`src/rtl/motion_frame_ctrl.sv`:
```
// Per-frame animation controller: waits on the frame-tick counter, then erases,
// steps momentum physics on a 4x4 object, and redraws it through the VGA write port.
module motion_frame_ctrl #(
  parameter int SCREEN_W = 160,
  parameter int SCREEN_H = 120,
  parameter int X0 = 78,
  parameter int Y0 = 10,
  parameter int GRAVITY = 1,
  parameter int MAX_V = 7,
  parameter logic [2:0] OBJ_COLOUR = 3'b111,
  parameter logic [2:0] BG_COLOUR = 3'b000
) (
  input  logic       clk,
  input  logic       reset,
  input  logic       go,
  input  logic       push_left,
  input  logic       push_right,
  input  logic       frame_tick,
  output logic       tick_enable,
  output logic       tick_reset,
  output logic [7:0] vga_x,
  output logic [6:0] vga_y,
  output logic [2:0] vga_colour,
  output logic       vga_plot,
  output logic       busy
);

  typedef enum logic [2:0] {S_IDLE, S_DRAW, S_ARM, S_WAIT, S_ERASE, S_UPDATE} state_t;

  localparam logic signed [9:0] GRAV = 10'(GRAVITY);
  localparam logic signed [9:0] VMAX = 10'(MAX_V);
  localparam logic signed [9:0] XMAX = 10'(SCREEN_W - 4);
  localparam logic signed [9:0] YMAX = 10'(SCREEN_H - 4);
  localparam logic [7:0] XLIM = 8'(SCREEN_W - 4);
  localparam logic [6:0] YLIM = 7'(SCREEN_H - 4);

  state_t state;
  logic [7:0] pos_x;
  logic [6:0] pos_y;
  logic signed [4:0] vx, vy;
  logic [3:0] cnt, cnt_inc;

  logic signed [9:0] push, vx_sum, vy_sum, vxc, vyc, nx, ny;
  logic [7:0] new_x;
  logic [6:0] new_y;
  logic [4:0] new_vx, new_vy;

  // Next-frame physics, consumed only on the edge leaving UPDATE.
  always_comb begin
    cnt_inc = cnt + 4'd1;
    push   = $signed({9'd0, push_right}) - $signed({9'd0, push_left});
    vx_sum = $signed({{5{vx[4]}}, vx}) + push;
    vy_sum = $signed({{5{vy[4]}}, vy}) + GRAV;
    vxc = (vx_sum > VMAX) ? VMAX : ((vx_sum < -VMAX) ? -VMAX : vx_sum);
    vyc = (vy_sum > VMAX) ? VMAX : ((vy_sum < -VMAX) ? -VMAX : vy_sum);
    nx = $signed({2'b00, pos_x}) + vxc;
    ny = $signed({3'b000, pos_y}) + vyc;
    new_x  = nx[7:0];
    new_vx = vxc[4:0];
    if (nx < 0) begin
      new_x  = 8'd0;
      new_vx = 5'd0 - vxc[4:0];
    end else if (nx > XMAX) begin
      new_x  = XLIM;
      new_vx = 5'd0 - vxc[4:0];
    end
    new_y  = ny[6:0];
    new_vy = vyc[4:0];
    if (ny < 0) begin
      new_y  = 7'd0;
      new_vy = 5'd0 - vyc[4:0];
    end else if (ny > YMAX) begin
      new_y  = YLIM;
      new_vy = 5'd0 - vyc[4:0];
    end
  end

  // Outputs are set on the same edge that enters a state, so they describe that state.
  always_ff @(posedge clk) begin
    if (reset) begin
      state       <= S_IDLE;
      pos_x       <= 8'(X0);
      pos_y       <= 7'(Y0);
      vx          <= '0;
      vy          <= '0;
      cnt         <= '0;
      vga_x       <= '0;
      vga_y       <= '0;
      vga_colour  <= '0;
      vga_plot    <= 1'b0;
      tick_enable <= 1'b0;
      tick_reset  <= 1'b0;
      busy        <= 1'b0;
    end else begin
      vga_x       <= '0;
      vga_y       <= '0;
      vga_colour  <= '0;
      vga_plot    <= 1'b0;
      tick_enable <= 1'b0;
      tick_reset  <= 1'b0;
      busy        <= 1'b1;
      case (state)
        S_IDLE: begin
          if (go) begin
            state      <= S_DRAW;
            cnt        <= '0;
            vga_plot   <= 1'b1;
            vga_x      <= pos_x;
            vga_y      <= pos_y;
            vga_colour <= OBJ_COLOUR;
          end else begin
            busy <= 1'b0;
          end
        end
        S_DRAW, S_ERASE: begin
          if (cnt == 4'd15) begin
            if (state == S_DRAW) begin
              state      <= S_ARM;
              tick_reset <= 1'b1;
            end else begin
              state <= S_UPDATE;
            end
          end else begin
            cnt        <= cnt_inc;
            vga_plot   <= 1'b1;
            vga_x      <= pos_x + {6'd0, cnt_inc[1:0]};
            vga_y      <= pos_y + {5'd0, cnt_inc[3:2]};
            vga_colour <= (state == S_DRAW) ? OBJ_COLOUR : BG_COLOUR;
          end
        end
        S_ARM: begin
          state       <= S_WAIT;
          tick_enable <= 1'b1;
        end
        S_WAIT: begin
          if (frame_tick) begin
            state      <= S_ERASE;
            cnt        <= '0;
            vga_plot   <= 1'b1;
            vga_x      <= pos_x;
            vga_y      <= pos_y;
            vga_colour <= BG_COLOUR;
          end else begin
            tick_enable <= 1'b1;
          end
        end
        S_UPDATE: begin
          state      <= S_DRAW;
          cnt        <= '0;
          pos_x      <= new_x;
          pos_y      <= new_y;
          vx         <= new_vx;
          vy         <= new_vy;
          vga_plot   <= 1'b1;
          vga_x      <= new_x;
          vga_y      <= new_y;
          vga_colour <= OBJ_COLOUR;
        end
        default: begin
          state <= S_IDLE;
          busy  <= 1'b0;
        end
      endcase
    end
  end

endmodule
```
`config.mk`:
```
export PLATFORM = sky130hd
export DESIGN_NAME = motion_frame_ctrl
export DESIGN_NICKNAME = d
export VERILOG_FILES = /design/src/rtl/motion_frame_ctrl.sv
export SDC_FILE = /design/constraint.sdc
export NUM_CORES = 1
export LEC_CHECK = 0
export ABC_AREA = 0
export BUFFER_PORTS_ARGS = -buffer_cell sky130_fd_sc_hd__buf_2
export CAP_MARGIN = 20
export CORE_MARGIN = 4
export CORE_UTILIZATION = 61
export CTS_CLUSTER_SIZE = 14
export DETAILED_ROUTE_END_ITERATION = 8
export GPL_TIMING_DRIVEN = 0
export PLACE_DENSITY_LB_ADDON = 0.3
export SETUP_SLACK_MARGIN = 0.2
export SLEW_MARGIN = 0
export SYNTH_ARGS = -nofsm -noshare
export SYNTH_HDL_FRONTEND = slang
export SYNTH_SLANG_ARGS = --single-unit
```
`constraint.sdc`:
```
create_clock -name clk -period 7.53 [get_ports clk]
set_input_delay 0.3765 -clock clk [delete_from_list [all_inputs] [get_ports clk]]
set_output_delay 0.3765 -clock clk [all_outputs]
set_load 0.1 [all_outputs]
```
==> qor.yml, run 1 <==
worst_setup_path_start_kind: "input port"
hold_class: "input port to flip-flop"
routed_wl_microns: 9910
required_ps: 7700
power_density_mw_per_mm2: 150
synthFlopType: "dfxtp_1"
netlist_instances: 509
fin_skew_ps: 11.0
max-vdd-ir-drop_mv: 0.147
syn-num-nets: 551
root_buffer: "clkbuf_8"
antenna_found_initial: 0
async_flop_share: 0
mostFrequentLayoutCells: "55 x nand2_1, 52 x dfxtp_1, 51 x nor2_1, 51 x a21oi_1, 32 x ha_1"
setup_violations: 0
finalNetCount: 585
cts-resized-gates: 0
setup_tns_ps: 0
grt_pass1_wl_microns: 16800
hold_viol: 0
critPathKind: "input port to flip-flop"
clock_latency_ps: 310
cp-end-kind: "flip-flop"
vias: 3801
post-route-period-util: 0.834
grt_max_degree: 18
final_common_cell: "nand2_1"
drt_iter0_markers: 298
fin_ws_ps: 1250
synth_seq_cells: 52
path_clk_slew_ps: 100
fmax_ghz: 0.159
vias_per_cell: 6.12
cts_made_buffers: 5
synth_edf_count: 0
core_area_sq_mm: 0.00635
power_w: 0.000650
layout_min_cycle_time_ps: 6280
ys_warn_count: 0
layout-drive-gt1-share: 0.108
drcViolationCount: 0
cap_violations: 0
die_y_microns: 88.8
status: "complete, no violations"
dieArea_sq_mm: 0.00789
clock-sinks: 52
hold_buffers: 0
gr-total-overflow: 0
area_delta_synth_final_pct: 8.70
power.leakage_nw: 1.83
numPortBuffers: 27
ys_types: 62
num_antenna_cells: 0
arrival_ps: 6450
rsz0062_at_grt: "no"
postRouteAntennaNets: 0
utilization: 0.682
gr-usage-all-layers: 0.268
ys_seq_area_frac: 0.261
drv_slew: 0
synth.cell_area_sq_mm: 0.00399
synth_area_per_cell_sq_um: 7.83
dp_slack_ps: 988
r2r_slack_ps: 1420
first_pass_iters: 5
wl_per_cell_microns: 16.0
dp_hpwl_microns: 7530
start_util: 0.628
die_w_microns: 88.8
gp_congestion: 0.924
crit_fanout: 10
num_rows: 29
slew_headroom: 0.391
worst_pin_slew_ps: 907
io_pins: 28
cts_setup_buffers: 0
cts_tree: "yes"
first_global_vias: 3701
ctsHtreeMaxLevel: 2
ctsLongestPathBuffers: 2
## through the flow
stage	cell area (sq um)	hold WS (ps)	cells
3_3_place_gp	4220	489	613
4_1_cts	4330	366	621
2_1_floorplan	3990	466	509
5_1_grt	4330	406	621
6_report	4330	371	621
3_5_place_dp	4220	494	613
## report_power, final
group,total (W),switching [W],internal (W)
clock network,0.000196,0.0000961,0.000100
logic,0.000171,0.000118,0.0000528
registers,0.000283,0.00000242,0.000281
total,0.000650,0.000216,0.000434
## cell type report
type / instances / area [sq um]
Fill cell: 509 / 2020
Clock buffer: 5 / 68.8
Tap cell: 77 / 96.3
Clock inverter: 3 / 46.3
Buffer: 25 / 133
Multi-Input combinational cell: 405 / 2710
Inverter: 27 / 101
Sequential cell: 52 / 1040
Timing Repair Buffer: 27 / 135
## registers in the layout, summed over array words and instances (netlist names)
register / cells
pos_x: 8
vga_colour: 1
tick_enable: 1
state: 3
vga_x: 8
vga_plot: 1
vx: 5
vga_y: 7
cnt: 4
tick_reset: 1
busy: 1
vy: 5
pos_y: 7
## logic make-up after synthesis
| group | Yosys count | synth area share |
|---|---|---|
| AOI/OAI and AO/OA | 154 | 0.257 |
| xor gates and xnor gates | 24 | 0.0527 |
| adders and majority gates | 37 | 0.123 |
| buffers and inverters | 52 | 0.0587 |
| DFF | 52 | 0.261 |
| muxes | 8 | 0.0207 |
| and+or+nand+nor | 182 | 0.226 |
## cells in the mapped netlist, drive strengths merged (10+ instances only)
cell     n  area [sq um]
nor2    51           191
inv     27           101
o21ai   30           150
nand3b  10          75.1
ha      32           400
a21o    10          75.1
a21oi   52           272
dfxtp   52          1040
nor3    10          50.1
nand2   55           206
nand3   15          75.1
xnor2   17           149
clkbuf  18          67.6
## path summary, 6_finish.rpt
| kind | from | cells past startpoint | end |
|---|---|---|---|
| max | push_right | 28 | vx[2] |
| min | go | 3 | vga_colour[1] |
| max reg2reg | vx[0] | 24 | vx[2] |
| min reg2reg | pos_x[0] | 2 | pos_x[0] |
## layer usage
metal / wire length (microns) / GRT usage
met1: 4200 / 0.318
met2: 4960 / 0.484
met3: 489 / 0.0335
met4: 264 / 0.110
met5: 0 / 0
## worst max-delay path: stages
cell and delay [ps]:
buf_2 90, inv_1 60, ha_1 230, buf_6 170, xor2_1 160, ha_1 200, a21boi_2 170, o22ai_1 90
nor4_1 560, nor2_1 100, nor2_1 180, o211ai_1 130, ha_1 380, nor3_1 420, inv_1 130, ha_1 230
fa_1 400, a21o_1 240, a31o_2 260, a21o_1 190, or3_1 310, o21a_1 190, xnor2_1 240, o211a_1 230
and2_4 150, buf_6 120, mux2i_1 270, a31oi_1 140
No activity file was read; power rests on OpenSTA's default activity.
==> run 2: changes to the inputs <==
Settings changed: ABC_AREA 0 to 1, CORE_UTILIZATION 61 to 55.
Clock period 7.53 ns to 5.2 ns, I/O delays scaled along.
==> qor.yml, run 2 <==
synthTopCellsByArea: "dfxtp_1 28%, nand2_1 11%, ha_1 11%, inv_1 7.9%, a21oi_1 6.8%"
drcViolationCount: 0  # unchanged
num_antenna_cells: 0  # unchanged
rsz0062_at_grt: "no"
synth_area_per_cell_sq_um: 6.95  # -11%
wl_met1_microns: 4230  # +0.79%
gr-total-overflow: 0  # unchanged
post-route-period-util: 0.859
cp-end-kind: "flip-flop"
cts_made_buffers: 5  # unchanged
hold_class: "input port to flip-flop"
synth_edf_count: 0  # unchanged
required_ps: 5420  # -2280 ps
finalNetCount: 615  # +5.1%
async_flop_share: 0  # unchanged
nFillCells: 572  # +12%
die_w_microns: 90.5  # +1.9%
mostFrequentLayoutCells: "109 x nand2_1, 79 x inv_1, 52 x dfxtp_1"
root_buffer: "clkbuf_8"
synth_commonest_cells: "109 x nand2_1, 79 x inv_1, 52 x dfxtp_1"
area_delta_synth_final_pct: 9.36
vias: 3588  # -5.6%
gp_congestion: 0.930  # +0.68%
io_pins: 28  # unchanged
power.leakage_nw: 1.98  # +8.1%
core_area_sq_mm: 0.00649  # +2.3%
clock_latency_ps: 310  # about the same
fin_skew_ps: 9.75  # -1.28 ps
cap_violations: 0  # unchanged
num_rows: 29  # unchanged
vias_per_cell: 5.51  # -10%
synth_area_leader_cell: "dfxtp_1"
drv_slew: 0  # unchanged
hold_viol: 0  # unchanged
first_pass_iters: 5  # unchanged
wl_per_cell_microns: 13.3  # -17%
dp_hpwl_microns: 6670  # -11%
numPortBuffers: 27  # unchanged
power_density_mw_per_mm2: 555  # +270%
cts_setup_buffers: 0  # unchanged
ys_warn_count: 0  # unchanged
synth_most_common_cell: "nand2_1"
fmax_ghz: 0.224
synthFlopType: "dfxtp_1"
critPathKind: "flip-flop to flip-flop"
synth_top_area_frac: 0.278  # +0.0168
syn-num-nets: 581  # +5.4%
slew_headroom: 0.591  # +0.201
start_util: 0.577  # -0.0510
routed_wl_microns: 8660  # -13%
layout_min_cycle_time_ps: 4470
synth_seq_cells: 52  # unchanged
die_y_microns: 90.5  # +1.9%
postRouteAntennaNets: 0  # unchanged
final_common_cell: "nand2_1"
path_clk_slew_ps: 90  # about the same
ctsLongestPathBuffers: 2  # unchanged
setup_violations: 0  # unchanged
drt_iter0_markers: 227  # -24%
netlist_instances: 539  # +5.9%
arrival_ps: 4680  # -1770 ps
reg_top3: "pos_x (8), vga_x (8)"
ctsHtreeMaxLevel: 2  # unchanged
dp_slack_ps: 251  # -737 ps
antenna_found_initial: 0  # unchanged
layout-drive-gt1-share: 0.127  # +0.0187
wl_met2_microns: 3820  # -23%
utilization: 0.631  # -0.0517
synth.cell_area_sq_mm: 0.00374  # -6.0%
dieArea_sq_mm: 0.00819  # +3.8%
first_global_vias: 3221  # -13%
ys_types: 37  # -40%
top_layer_used: "met4"
worst_setup_path_start_kind: "flip-flop"
gr-usage-all-layers: 0.212  # -0.0563
cts_tree: "yes"
grt_max_degree: 16  # -2
crit_fanout: 5  # -5
wl_met3_microns: 499  # +2.0%
fin_ws_ps: 733  # -516 ps
clock-sinks: 52  # unchanged
worst_pin_slew_ps: 613  # -294 ps
grt_pass1_wl_microns: 14700  # -13%
status: "complete, no violations"
setup_tns_ps: 0  # unchanged
max-vdd-ir-drop_mv: 0.284  # +93%
ys_seq_area_frac: 0.278  # +0.0168
[run 2: cell count changes in the layout (fill, tap and decap cells not counted), sizes merged, moves of 8 or more]
cell    previous run  this run
inv               28        82
nand3             15        38
nand2             55       126
nor2              51        39
xnor2             17         5
a21o              10         0
a211oi             9         1
[run 2: where the power goes]
group / switching [W] / internal [W]
sequential: 0.0000581 / 0.000480
combinational: 0.00105 / 0.000404
clock: 0.000134 / 0.000143
total: 0.00124 / 0.00103
[run 2: cells by family after synthesis]
family / count (synthesis) / synth area share
simple gates: 225 / 0.281
flops: 52 / 0.278
xor+xnor: 18 / 0.0421
buf+inv: 94 / 0.0962
fa+ha+maj: 36 / 0.128
compound gates: 114 / 0.175
[run 2: repair_timing]
item                       in CTS  in global routing
setup endpoints to repair       0                 18
hold buffers                    0                  0
resized for setup               0                  3
[run 2: through the flow]
stage,power (W),hold WS (ps),area [sq um],cells
2_1_floorplan,0.00172,447,3740,539
3_3_place_gp,0.00195,477,3980,643
3_5_place_dp,0.00198,478,3980,643
4_1_cts,0.00226,272,4080,651
5_1_grt,0.00246,280,4100,651
6_report,0.00227,270,4100,651
[run 2: path summary, 6_finish.rpt]
| kind | to | slack (ps) | start | cells past startpoint |
|---|---|---|---|---|
| min reg2reg | pos_x[7] | 490 | pos_x[7] | 2 |
| max reg2reg | pos_x[6] | 730 | vx[4] | 25 |
| max | pos_x[6] | 730 | vx[4] | 25 |
| min | state[1] | 270 | frame_tick | 3 |
[run 2: worst max-delay path: stages, from the launching register on]
cell      delay, ps
dfxtp_1         330
ha_1            310
inv_1            60
nor3_1          340
a21oi_4         120
or4_1           540
ha_1            320
inv_1            90
a21oi_2         240
inv_1            80
ha_1            340
a21oi_1         150
inv_1            60
a31oi_1         240
nor2_1           90
nand3_2          90
nand2_1          70
nand2_1          80
nand2_1          50
nand2_1          70
nand2_1          80
nand2_2         140
nand2_4          90
nor2_4          160
nand3_2         100
o211ai_1        110
[run 2: cell type report]
class | instances | area, sq um | area share
buffer | 12 | 52.6 | 0.0128
clock buffer | 6 | 72.6 | 0.0177
clock inverter | 2 | 35.0 | 0.00855
inverter | 82 | 308 | 0.0752
multi-input combinational | 393 | 2350 | 0.575
sequential | 52 | 1040 | 0.254
tap | 77 | 96.3 | 0.0235
timing repair buffer | 27 | 135 | 0.0330
[run 2: routing by layer]
| metal | GRT usage | vias up |
|---|---|---|
| li1 | - | 1844 |
| met1 | 0.305 | 1617 |
| met2 | 0.334 | 113 |
| met3 | 0.0300 | 14 |
| met4 | 0.0472 | 0 |
| met5 | 0 | - |
